**src/rtl/prio_encoder_stream_if.sv**
```systemverilog
// Handshake bundle for prio_encoder_stream: request vector in, encoded indices out.
interface prio_encoder_stream_if #(
  parameter int N = 8
);
  localparam int W = $clog2(N);

  logic         en;
  logic [N-1:0] din;
  logic         in_valid;
  logic         in_ready;
  logic [W-1:0] y;
  logic         out_valid;
  logic         out_ready;
  logic         out_last;
  logic         zero;
  logic [W:0]   pend_cnt;

  modport master (
    output en, din, in_valid, out_ready,
    input  in_ready, y, out_valid, out_last, zero, pend_cnt
  );

  modport slave (
    input  en, din, in_valid, out_ready,
    output in_ready, y, out_valid, out_last, zero, pend_cnt
  );
endinterface

```
**src/rtl/prio_encoder_stream.sv**
```systemverilog
// Latches an N-bit request vector and streams the index of each set bit,
// one per handshake, in priority order, flagging the final index.
module prio_encoder_stream #(
  parameter int N         = 8,
  parameter bit MSB_FIRST = 1'b1
) (
  input logic                 clk,
  input logic                 rst_n,
  prio_encoder_stream_if.slave bus
);
  localparam int W = $clog2(N);

  typedef enum logic {IDLE, EMIT} state_t;

  state_t       state;
  logic [N-1:0] pending;
  logic [N-1:0] cleared;
  logic [W:0]   cnt_din;
  logic [W:0]   cnt_cleared;

  // Later loop iterations overwrite earlier hits, so the scan direction picks the winner.
  function automatic logic [W-1:0] pick(input logic [N-1:0] v);
    logic [W-1:0] idx;
    idx = '0;
    if (MSB_FIRST) begin
      for (int i = 0; i < N; i++)
        if (v[i]) idx = W'(i);
    end else begin
      for (int i = N - 1; i >= 0; i--)
        if (v[i]) idx = W'(i);
    end
    return idx;
  endfunction

  function automatic logic [W:0] popcount(input logic [N-1:0] v);
    logic [W:0] c;
    c = '0;
    for (int i = 0; i < N; i++)
      c = c + {{W{1'b0}}, v[i]};
    return c;
  endfunction

  always_comb begin
    cleared     = pending & ~({{(N-1){1'b0}}, 1'b1} << bus.y);
    cnt_din     = popcount(bus.din);
    cnt_cleared = popcount(cleared);
  end

  assign bus.in_ready = rst_n && (state == IDLE) && bus.en;

  always_ff @(posedge clk) begin
    if (!rst_n) begin
      state         <= IDLE;
      pending       <= '0;
      bus.y         <= '0;
      bus.out_valid <= 1'b0;
      bus.out_last  <= 1'b0;
      bus.zero      <= 1'b0;
      bus.pend_cnt  <= '0;
    end else begin
      bus.zero <= 1'b0;
      unique case (state)
        IDLE: begin
          if (bus.in_valid && bus.en) begin
            if (bus.din != '0) begin
              pending       <= bus.din;
              bus.y         <= pick(bus.din);
              bus.pend_cnt  <= cnt_din;
              bus.out_last  <= (cnt_din == (W+1)'(1));
              bus.out_valid <= 1'b1;
              state         <= EMIT;
            end else begin
              bus.zero <= 1'b1;
            end
          end
        end
        EMIT: begin
          if (bus.out_ready) begin
            pending <= cleared;
            if (bus.out_last) begin
              bus.out_valid <= 1'b0;
              bus.out_last  <= 1'b0;
              bus.pend_cnt  <= '0;
              state         <= IDLE;
            end else begin
              bus.y        <= pick(cleared);
              bus.pend_cnt <= cnt_cleared;
              bus.out_last <= (cnt_cleared == (W+1)'(1));
            end
          end
        end
        default: state <= IDLE;
      endcase
    end
  end
endmodule
```
**src/flat_wrapper.sv**
```systemverilog
// flat-port wrapper written by rule: the top's interface ports become plain ports
module prio_encoder_stream_flat 
#(
  parameter int N         = 8,
  parameter bit MSB_FIRST = 1'b1
)
  (clk, rst_n, bus_en, bus_din, bus_in_valid, bus_out_ready, bus_in_ready, bus_y, bus_out_valid, bus_out_last, bus_zero, bus_pend_cnt);
  prio_encoder_stream_if #(.N(N)) bus_i ();
  input logic clk;
  input logic rst_n;
  input wire logic [$bits(bus_i.en)-1:0] bus_en;
  input wire logic [$bits(bus_i.din)-1:0] bus_din;
  input wire logic [$bits(bus_i.in_valid)-1:0] bus_in_valid;
  input wire logic [$bits(bus_i.out_ready)-1:0] bus_out_ready;
  output wire logic [$bits(bus_i.in_ready)-1:0] bus_in_ready;
  output wire logic [$bits(bus_i.y)-1:0] bus_y;
  output wire logic [$bits(bus_i.out_valid)-1:0] bus_out_valid;
  output wire logic [$bits(bus_i.out_last)-1:0] bus_out_last;
  output wire logic [$bits(bus_i.zero)-1:0] bus_zero;
  output wire logic [$bits(bus_i.pend_cnt)-1:0] bus_pend_cnt;
  assign bus_i.en = bus_en;
  assign bus_i.din = bus_din;
  assign bus_i.in_valid = bus_in_valid;
  assign bus_i.out_ready = bus_out_ready;
  assign bus_in_ready = bus_i.in_ready;
  assign bus_y = bus_i.y;
  assign bus_out_valid = bus_i.out_valid;
  assign bus_out_last = bus_i.out_last;
  assign bus_zero = bus_i.zero;
  assign bus_pend_cnt = bus_i.pend_cnt;
  prio_encoder_stream #(.N(N), .MSB_FIRST(MSB_FIRST)) u_core (.clk(clk), .rst_n(rst_n), .bus(bus_i));
endmodule
```
**config.mk**
```make
export PLATFORM = sky130hd
export DESIGN_NAME = prio_encoder_stream_flat
export DESIGN_NICKNAME = d
export VERILOG_FILES = /design/src/rtl/prio_encoder_stream_if.sv /design/src/rtl/prio_encoder_stream.sv /design/src/flat_wrapper.sv
export SDC_FILE = /design/constraint.sdc
export NUM_CORES = 1
export LEC_CHECK = 0
export CAP_MARGIN = 0
export CORE_MARGIN = 4
export CORE_UTILIZATION = 30
export CTS_CLUSTER_DIAMETER = 100
export DETAILED_ROUTE_END_ITERATION = 7
export GPL_ROUTABILITY_DRIVEN = 0
export PLACE_DENSITY = 0.59
export SKIP_LAST_GASP = 1
export SLEW_MARGIN = 40
export SYNTH_ARGS = -nofsm -noshare
export SYNTH_HDL_FRONTEND = slang
export SYNTH_SLANG_ARGS = --single-unit
```
**constraint.sdc**
```tcl
create_clock -name clk -period 7.2 [get_ports clk]
set_clock_uncertainty 0.1 [all_clocks]
set_input_delay 1.8 -clock clk [delete_from_list [all_inputs] [get_ports clk]]
set_output_delay 1.8 -clock clk [all_outputs]
set_load 0.005 [all_outputs]
```
# Word level (Yosys, flattened, before mapping)
# Cells that the tools add are included.
# classes
add_sub_neg,14
multipliers,0
div_mod_pow,0
order_cmp,0
eq_ne,7
shift,1
n_mux,44
bitwise,5
reduce_logical,8
# op_table
cell,count
4-bit by 1-bit adder with 4-bit output,12
3-bit two-way mux,12
8-bit two-way mux,3
4-bit two-way mux,4
8-bit case mux with 2 select lines,1
1-bit two-way mux,15
8-bit AND,1
"4-bit by 1-bit == test with 1-bit output, second input constant",2
2-bit two-way mux,4
"2-bit inequality test, second input constant",4
8-bit NOT,1
4-bit case mux with 2 select lines,1
4-bit AND reduction,2
8-bit nonzero test,1
"1-bit by 3-bit << shifter with 8-bit output, first input constant",1
1-bit case mux with 2 select lines,3
3-bit case mux with 2 select lines,1
1-bit by 1-bit adder with 2-bit output,2
1-bit logical AND,3
1-bit NOT,3
3-bit AND reduction,1
3-bit OR reduction,1
"2-bit by 1-bit inequality test with 1-bit output, second input constant",1
# totals
register_bits,19
latch_bits,0
mem_bits_rw,0
mem_bits_ro,0
in_bits,13
output_inout_bits,11
word_cells,86
memories,0

# Logic depth before layout (Yosys ltp)
# Gate-level depths: netlist of run 1.
# logic_depth
ltp_word,14
ltp_mapped,13
depth_no_buf,12

# Worst setup path before layout of run 1
# No wires, ideal clock.
# synth_path
path_type,input port to flip-flop
startpoint,input port bus_din[0]
endpoint,register u_core.bus.out_last
setup_time_ps,74
arrival_ps,4385
required_time_ps,7026
slack_ps,2641
path_stages,11
path_buffers,0
path_cell_list,inv_1 > ha_1 > inv_1 > fa_1 > fa_1 > fa_1 > fa_1 > xnor2_1 > nor4b_1 > nand2_1 > a31oi_1
# synth_via
elab_chain_cells,11
word_cells_on_any_way,14
cone_classes,add/sub (7); eq/ne (2); mux (3); reduce/logical (2)
# synth_rtl
element,line,source
from (decl),flat_wrapper.sv:12,input wire logic [$bits(bus_i.din)-1:0] bus_din;
1-bit by 1-bit adder with 2-bit output,prio_encoder_stream.sv:39,"c = c + {{W{1'b0}}, v[i]};"
4-bit by 1-bit adder with 4-bit output (6 in series),prio_encoder_stream.sv:39,
4-bit by 1-bit == test with 1-bit output,prio_encoder_stream.sv:69,bus.out_last <= (cnt_din == (W+1)'(1));
1-bit two-way mux,prio_encoder_stream.sv:65,if (bus.din != '0) begin
1-bit two-way mux,prio_encoder_stream.sv:64,if (bus.in_valid && bus.en) begin
1-bit case mux with 2 select lines,prio_encoder_stream.sv:62,unique case (state)
to (signal assigned),prio_encoder_stream.sv:69,
to (signal assigned),prio_encoder_stream.sv:88,bus.out_last <= (cnt_cleared == (W+1)'(1));
to (decl),prio_encoder_stream_if.sv:25,"output in_ready, y, out_valid, out_last, zero, pend_cnt"
# Parallel ways exist; a longest one is shown, timed or not. The select of a mux whose other input is x is not followed.
# A chain may end at the register's enable or synchronous reset.

# Worst setup path in the final report of run 1
# layout_path
startpoint,input port rst_n
endpoint,output port bus_in_ready
# layout_via
elab_chain_cells,2
# layout_rtl
element,line,source
from (decl),flat_wrapper.sv:10,input logic rst_n;
1-bit logical AND (2 in series),prio_encoder_stream.sv:49,assign bus.in_ready = rst_n && (state == IDLE) && bus.en;
to (decl),flat_wrapper.sv:15,output wire logic [$bits(bus_i.in_ready)-1:0] bus_in_ready;
# Every way passes these cells.

==> flow_summary_export.csv, run 1 <==
group,metric,value,unit
cells_and_area,seq_area,380,µm²
cts,cts_hold_buf,0,
drt,via_per_inst,5.18,
logic_synthesis,synth_common_cells,"20 x inv_1, 19 x dfxtp_1, 16 x nand2_1, 11 x nor2_1, 8 x fa_1",
logic_synthesis,synthFlopType,"dfxtp_1",
placement,io_buffers,23,
cts,cts_tree,"done",
setup_path,worstPathArrival,3330,ps
drt,post_drt_wl_per_cell,14.6,µm
logic_synthesis,synth_cell_type_count,48,
cells_and_area,fillers,501,
placement,hpwl,2910,µm
setup_path,end_kind,"output port",
logic_synthesis,synth_nets,204,
timing,max_freq,191,MHz
timing,hold_viol_final,0,
logic_synthesis,synth_cells,176,
cts,clkSlewWorstSetupHoldPaths,80,ps
cts,post-cts-setup-buffer-count,0,
logic_synthesis,yosysSeqAreaShare,0.247,
pwr,clkPwrFrac,0.241,
die,core_area,4850,µm²
logic_synthesis,synth.area.top_cells,"dfxtp_1 25%, fa_1 10%, ha_1 5.7%",
setup_path,crit_fanout,14,
logic_synthesis,yosysWarnings,0,
timing,maxSlewHeadroom,0.582,
drt,ant_nets,0,
drt,drcViolationCount,0,
worst_hold_path,holdCritPathClass,"flip-flop to flip-flop",
timing,tightest_slew,620,ps
die,die-height,79.7,µm
pwr,power_density,176,nW/µm²
grt,grt_use_total,0.135,
setup_path,crit_type,"input pin to output port",
grt,antenna_found_initial,0,
placement,preCtsSetupSlack,1940,ps
die,initial_core_util,0.318,
drt,drt_wl_total,3850,µm
cts,cts_resized,0,
cells_and_area,n_antenna_cell,0,
timing,fin_crit_sh,0.727,
cts,cts.sinks,19,
cells_and_area,drive_above_1_share,0.0918,
logic_synthesis,synth_most_common_cell,"inv_1",
logic_synthesis,synth.ff_latch_count,19,
run,drv_cap,0,
cells_and_area,multi_input_area,1020,µm²
pwr,p_seq_frac,0.391,
grt,overflow,0,
cts,clockRootBuffer,"clkbuf_8",
pwr,p_leak,0.000795,µW
cells_and_area,finalNetCount,225,
status,status,"finished, final reports clean",
timing,min_period,5230,ps
die,num_rows,25,
logic_synthesis,netlist.area_leader.share,0.247,
cts,insertion_delay,270,ps
die,dieArea,6350,µm²
drt,drtIter0Drc,83,
pwr,internal_power,212,µW
setup_path,critPathRequiredTime,5300,ps
grt,use_met2,0.205,
cts,htree_levels,1,
grt,grt_busiest_layer,"met2",
pwr,p_sw,113,µW
timing,rsz0062_at_grt,"no",
pwr,total_power,325,µW
cts,tritoncts.num_buffers,3,
timing,setup_ws,1970,ps
grt,met1_usage,0.193,
timing,setup_viol,0,
cells_and_area,postLayoutCoreUtil,0.380,
pwr,netSwitchingFraction,0.348,
logic_synthesis,async_flop_share,0,
logic_synthesis,synth_edf_count,0,
timing,slew_violations,0,
logic_synthesis,yosysTopAreaCell,"dfxtp_1",
drt,vias,1362,
die,io_pins,24,
setup_path,critPathLaunchType,"input pin",
cells_and_area,area_growth,19.4,%
grt,met3_usage,0.0203,
logic_synthesis,netlist_area,1540,µm²
timing,hold_slack,402,ps
grt,grt_max_degree,25,
die,die_w,79.7,µm
pwr,ir_drop,0.0942,mV
cts,clock_path_buffers,2,
logic_synthesis,avgSynthCellArea,8.77,µm²
drt,drt_pass1_iterations,4,
grt,grt_pass1_wl,6770,µm
timing,setup-tns-final,0,ps
pwr,combPwrFrac,0.368,
grt,grt_pass1_vias,1362,
-- power groups by stage --
stage | sequential, µW | combinational, µW | clock (µW)
final | 127 | 120 | 78.3
after floorplan | 124 | 87.0 | 0
after CTS | 127 | 120 | 78.0
after global placement | 129 | 118 | 0
after detailed placement | 130 | 119 | 0
after global routing | 129 | 138 | 82.1
-- sequential cells by signal, summed over array words and instances (netlist names) --
register,count
u_core.bus.out_last,1
u_core.bus.out_valid,1
u_core.bus.pend_cnt,4
u_core.bus.y,3
u_core.bus.zero,1
u_core.pending,8
u_core.state,1
-- metal layers --
metal,vias up,wire length (µm)
met3,4,172
li1,672,-
met1,653,1940
met2,33,1700
met4,0,40
met5,-,0
-- cell families after synthesis --
group | Yosys count | share of synthesized area
mux | 6 | 0.0406
simple gates | 53 | 0.182
compound gates | 53 | 0.266
flops | 19 | 0.247
fa+ha+maj | 15 | 0.161
buf+inv | 28 | 0.0925
xor+xnor | 2 | 0.0114
-- placed cells by master (no fill, tap or decap), drive strengths merged, types with 7 or more instances in the layout --
cell / count
inv: 20
clkdlybuf4s50: 23
fa: 8
ha: 7
a21oi: 7
nor2: 15
dfxtp: 19
o21ai: 7
nand2: 16
-- metrics by stage --
step | instance area [µm²] | cells
6_report | 1840 | 263
3_3_place_gp | 1800 | 259
2_1_floorplan | 1540 | 176
5_1_grt | 1840 | 263
4_1_cts | 1840 | 263
3_5_place_dp | 1800 | 259
-- worst paths after layout --
kind                                        from                                   to  slack (ps)  depth (start not counted)
max                                        rst_n                         bus_in_ready        1970                          3
min          u_core.bus.pend_cnt[3]$_SDFFE_PN0P_  u_core.bus.pend_cnt[3]$_SDFFE_PN0P_         400                          2
max reg2reg         u_core.bus.y[2]$_SDFFE_PN0P_     u_core.bus.out_last$_SDFFE_PN0P_        3460                         12
min reg2reg  u_core.bus.pend_cnt[3]$_SDFFE_PN0P_  u_core.bus.pend_cnt[3]$_SDFFE_PN0P_         400                          2
-- worst max-delay path, stage by stage --
cell             delay (ps)
clkdlybuf4s50_1         800
and3_1                  240
clkdlybuf4s50_1         500
-- final cells by class --
type                            instances  area share
Clock buffer                            4      0.0245
Inverter                               20      0.0408
Multi-Input combinational cell        129       0.554
Sequential cell                        19       0.207
Tap cell                               67      0.0455
Timing Repair Buffer                   24       0.129
Power figures use the tool's default switching activity.
==> inputs of run 2 (changes only) <==
- PLACE_DENSITY: 0.59 -> 0.6
- clock period: 7.2 -> 4.8 ns (I/O delays scaled with it)
==> run 2 against run 1 <==
Net effect:
- critical path depth increased by 9
- critical endpoint is now u_core.bus.out_last$_SDFFE_PN0P_
- cell count up 0.38%
- first-iteration DRC count increased by 18%
- global-route usage down 0.27 points
- sequential cell count stayed put
- via count increased by 0.37%
==> flow_summary_export.csv, run 2 (synthesis gave the netlist of run 1 again) <==
group,metric,value,unit
status,status,"finished, final reports clean",
drt,drtIter0Drc,98,
drt,drt_wl_total,3880,µm
die,dieArea,6350,µm²
placement,preCtsSetupSlack,125,ps
setup_path,worstPathCellList,"clkdlybuf4s50_1, inv_1, ha_1, inv_1, fa_1, fa_1, fa_1, fa_1, xnor2_1, nor4b_1, nand2_1, a31oi_1",
drt,vias,1367,
setup_path,critPathRequiredTime,4890,ps
timing,max_freq,226,MHz
timing,rsz0062_at_grt,"no",
timing,setup_viol,0,
cts,clock_path_buffers,2,
timing,setup-tns-final,0,ps
grt,antenna_found_initial,0,
timing,setup_ws,377,ps
cells_and_area,drive_above_1_share,0.0964,
setup_path,max_stage_delay,530,ps
cts,htree_levels,1,
placement,hpwl,2930,µm
die,die_w,79.7,µm
pwr,power_density,263,nW/µm²
cts,post-cts-setup-buffer-count,0,
cells_and_area,finalNetCount,226,
drt,post_drt_wl_per_cell,14.7,µm
timing,tightest_slew,548,ps
cells_and_area,n_antenna_cell,0,
timing,fin_crit_sh,0.921,
drt,drt_pass1_iterations,4,
grt,grt_max_degree,25,
pwr,p_leak,0.000800,µW
cts,clockRootBuffer,"clkbuf_8",
cts,cts_resized,0,
grt,overflow,0,
pwr,ir_drop,0.124,mV
setup_path,end_kind,"flip-flop",
drt,drcViolationCount,0,
timing,slew_violations,0,
drt,ant_nets,0,
grt,grt_pass1_vias,1352,
cells_and_area,largest_reg_flops,8,
setup_path,critPathLaunchType,"input pin",
cells_and_area,layout_commonest_cell,"clkdlybuf4s50_1",
die,core_area,4850,µm²
run,drv_cap,0,
setup_path,cp_slowest_cell,"clkdlybuf4s50_1",
worst_hold_path,holdCritPathClass,"flip-flop to flip-flop",
cells_and_area,final_cell_mix,"23 x clkdlybuf4s50_1, 20 x inv_1, 19 x dfxtp_1, 16 x nand2_1, 11 x nor2_1",
cts,insertion_delay,260,ps
cells_and_area,regMostFlops,"u_core.pending",
die,initial_core_util,0.318,
grt,grt_pass1_wl,6670,µm
cells_and_area,reg_top3,"u_core.pending: 8 flops, u_core.bus.pend_cnt: 4 flops, u_core.bus.y: 3 flops",
setup_path,critPathMostFrequentCell,"fa_1",
cts,clkSlewWorstSetupHoldPaths,70,ps
cts,cts_tree,"done",
drt,via_per_inst,5.18,
setup_path,worstPathArrival,4510,ps
timing,maxSlewHeadroom,0.634,
timing,hold_viol_final,0,
cts,cts.sinks,19,
die,die-height,79.7,µm
placement,io_buffers,23,
setup_path,crit_fanout,4,
timing,min_period,4420,ps
die,num_rows,25,
cells_and_area,area_growth,19.9,%
setup_path,crit_type,"input pin to flip-flop",
cts,cts_hold_buf,0,
grt,grt_use_total,0.132,
cts,tritoncts.num_buffers,3,
die,io_pins,24,
[run 2: changes by cell type in the layout (fill, tap and decap cells not counted), sizes merged]
cell  previous run  this run
buf              1         2
[run 2: area by class of cell]
class | instances | area [µm²]
fill | 498 | 3000
multi-input combinational | 129 | 1020
sequential | 19 | 380
timing repair buffer | 25 | 245
tap | 67 | 83.8
inverter | 20 | 75.1
clock buffer | 4 | 45.0
[run 2: worst max-delay path, delay by kind of cell]
| kind | cells | cell delay (ps) |
|---|---|---|
| xor gates and xnor gates | 1 | 160 |
| AOI/OAI and AO/OA | 1 | 170 |
| and+or+nand+nor | 2 | 350 |
| adders and majority gates | 5 | 1990 |
| buffers and inverters | 3 | 630 |
[run 2: routing by layer]
layer	vias to the layer above	global-route usage	share of wire	routed length (µm)
li1	673	-	-	-
met1	651	0.187	0.50	1950
met2	37	0.203	0.45	1730
met3	6	0.0169	0.037	142
met4	0	0.0533	0.015	58
met5	-	0	0	0
[run 2: where the power goes]
group	switching (µW)	total, µW	internal, µW
Sequential	20.1	191	171
Combinational	92.6	181	88.1
Clock	55.6	115	59.1
[run 2: worst paths after layout]
path	startpoint	end	slack [ps]	cells after the start
max reg2reg	u_core.bus.y[1]$_SDFFE_PN0P_	u_core.bus.out_last$_SDFFE_PN0P_	970	12
max	bus_din[1]	u_core.bus.out_last$_SDFFE_PN0P_	380	12
min reg2reg	u_core.bus.pend_cnt[0]$_SDFFE_PN0P_	u_core.bus.pend_cnt[0]$_SDFFE_PN0P_	400	2
min	u_core.bus.pend_cnt[0]$_SDFFE_PN0P_	u_core.bus.pend_cnt[0]$_SDFFE_PN0P_	400	2
[run 2: stage by stage]
step	cell area, µm²	power, µW	util	cells	hold slack [ps]
final	1850	487	0.381	264	404
after CTS	1850	489	0.381	264	409
after detailed placement	1800	374	0.372	260	391
after floorplan	1540	317	-	176	381
after global placement	1800	371	0.372	260	377
after global routing	1850	524	0.381	264	431
==> inputs of run 3 (changes only) <==
- CORE_UTILIZATION: 30 -> 45
- DONT_BUFFER_PORTS: not set -> 1
- PLACE_DENSITY: 0.6 -> 0.71
==> run 3 against run 2 <==
Net effect:
- hold slack improved by 15 ps
- clock-buffer cell count decreased by 1
- register-to-register slack improved by 40 ps
- largest cell class unchanged
- via count decreased by 5.6%
==> flow_summary_export.csv, run 3 (synthesis gave the netlist of run 1 again) <==
group,metric,value,unit
pwr,total_power,428,µW
cells_and_area,drive_above_1_share,0.110,
die,initial_core_util,0.489,
cells_and_area,final_cell_mix,"20 x inv_1, 18 x dfxtp_1, 16 x nand2_1, 11 x nor2_1, 8 x fa_1",
timing,min_period,3850,ps
setup_path,critPathRequiredTime,4930,ps
timing,tightest_slew,545,ps
cells_and_area,postLayoutCoreUtil,0.495,
pwr,power_density,274,nW/µm²
setup_path,end_kind,"flip-flop",
timing,hold_viol_final,0,
cells_and_area,reg_top3,"u_core.pending: 8 flops, u_core.bus.pend_cnt: 4 flops, u_core.bus.y: 3 flops",
grt,antenna_found_initial,0,
drt,ant_nets,0,
setup_path,critPathLaunchType,"input pin",
setup_path,worstPathArrival,3990,ps
setup_path,crit_type,"input pin to flip-flop",
drt,drt_wl_total,3600,µm
cells_and_area,finalNetCount,201,
die,core_area,3150,µm²
drt,vias,1291,
die,die-height,66.6,µm
drt,drt_pass1_iterations,4,
cts,tritoncts.num_buffers,3,
drt,post_drt_wl_per_cell,16.6,µm
pwr,ir_drop,0.137,mV
cells_and_area,n_antenna_cell,0,
run,drv_cap,0,
status,status,"finished, final reports clean",
timing,maxSlewHeadroom,0.636,
grt,grt_max_degree,25,
cts,insertion_delay,310,ps
drt,via_per_inst,5.98,
timing,setup_ws,949,ps
cells_and_area,area_growth,1.22,%
timing,setup_viol,0,
die,num_rows,20,
setup_path,crit_fanout,3,
drt,drcViolationCount,0,
pwr,p_leak,0.000695,µW
cts,clkSlewWorstSetupHoldPaths,110,ps
timing,slew_violations,0,
timing,max_freq,260,MHz
cts,cts_tree,"done",
timing,setup-tns-final,0,ps
cells_and_area,largest_reg_flops,8,
die,io_pins,24,
grt,grt_pass1_wl,6130,µm
grt,grt_use_total,0.180,
placement,io_buffers,0,
cts,htree_levels,1,
placement,hpwl,2780,µm
die,die_w,66.6,µm
timing,hold_slack,419,ps
timing,rsz0062_at_grt,"no",
die,dieArea,4430,µm²
cells_and_area,layout_commonest_cell,"inv_1",
cts,clockRootBuffer,"clkbuf_4",
cts,cts_hold_buf,0,
cts,cts.sinks,19,
worst_hold_path,holdCritPathClass,"flip-flop to flip-flop",
grt,grt_pass1_vias,1320,
cts,post-cts-setup-buffer-count,0,
cts,cts_resized,0,
timing,fin_crit_sh,0.802,
placement,preCtsSetupSlack,718,ps
grt,overflow,0,
cells_and_area,regMostFlops,"u_core.pending",
drt,drtIter0Drc,62,
cts,clock_path_buffers,2,
## run 3: changes by cell type in the layout (fill, tap and decap cells not counted), sizes merged
cell,delta
clkbuf,-1
clkinvlp,+1
clkdlybuf4s50,-23
buf,-2
## run 3: worst paths after layout
kind                                  start                               end  slack [ps]  depth (start not counted)
max                              bus_din[0]  u_core.bus.out_last$_SDFFE_PN0P_         950                         11
min          u_core.pending[0]$_SDFFE_PN0P_    u_core.pending[0]$_SDFFE_PN0P_         420                          2
max reg2reg    u_core.bus.y[1]$_SDFFE_PN0P_  u_core.bus.out_last$_SDFFE_PN0P_        1010                         12
min reg2reg  u_core.pending[0]$_SDFFE_PN0P_    u_core.pending[0]$_SDFFE_PN0P_         420                          2
## run 3: through the flow
| step | area (µm²) | cells |
|---|---|---|
| 3_3_place_gp | 1530 | 212 |
| 6_report | 1560 | 216 |
| 2_1_floorplan | 1540 | 176 |
| 4_1_cts | 1560 | 216 |
| 5_1_grt | 1560 | 216 |
| 3_5_place_dp | 1530 | 212 |
## run 3: cell type report
type	instances	area, µm²
fillers	313	1590
multi-input cells	129	1020
flip-flops and latches	19	382
inverters	20	75.1
well taps	44	55.1
clock buffers	3	22.5
clock inverters	1	7.51
## run 3: worst max-delay path: stages
cell	delay, ps
inv_1	20
ha_1	260
inv_1	40
fa_1	490
fa_1	430
fa_1	420
fa_1	400
xnor2_1	150
nor4b_1	290
nand2_1	110
a31oi_1	160
## run 3: per-layer routing
metal  global-route usage  up-vias  share of wire
met5                    0        -              0
met3               0.0287        6          0.073
met2                0.303       66           0.49
met4                0.102        0          0.022
li1                     -      618              -
met1                0.216      601           0.41
## run 3: where the power goes
| group | leakage, µW | switching, µW | internal, µW |
|---|---|---|---|
| Clock | 0.0000139 | 54.5 | 31.8 |
| Combinational | 0.000525 | 77.5 | 67.2 |
| Sequential | 0.000157 | 25.8 | 171 |
| Total | 0.000695 | 158 | 270 |
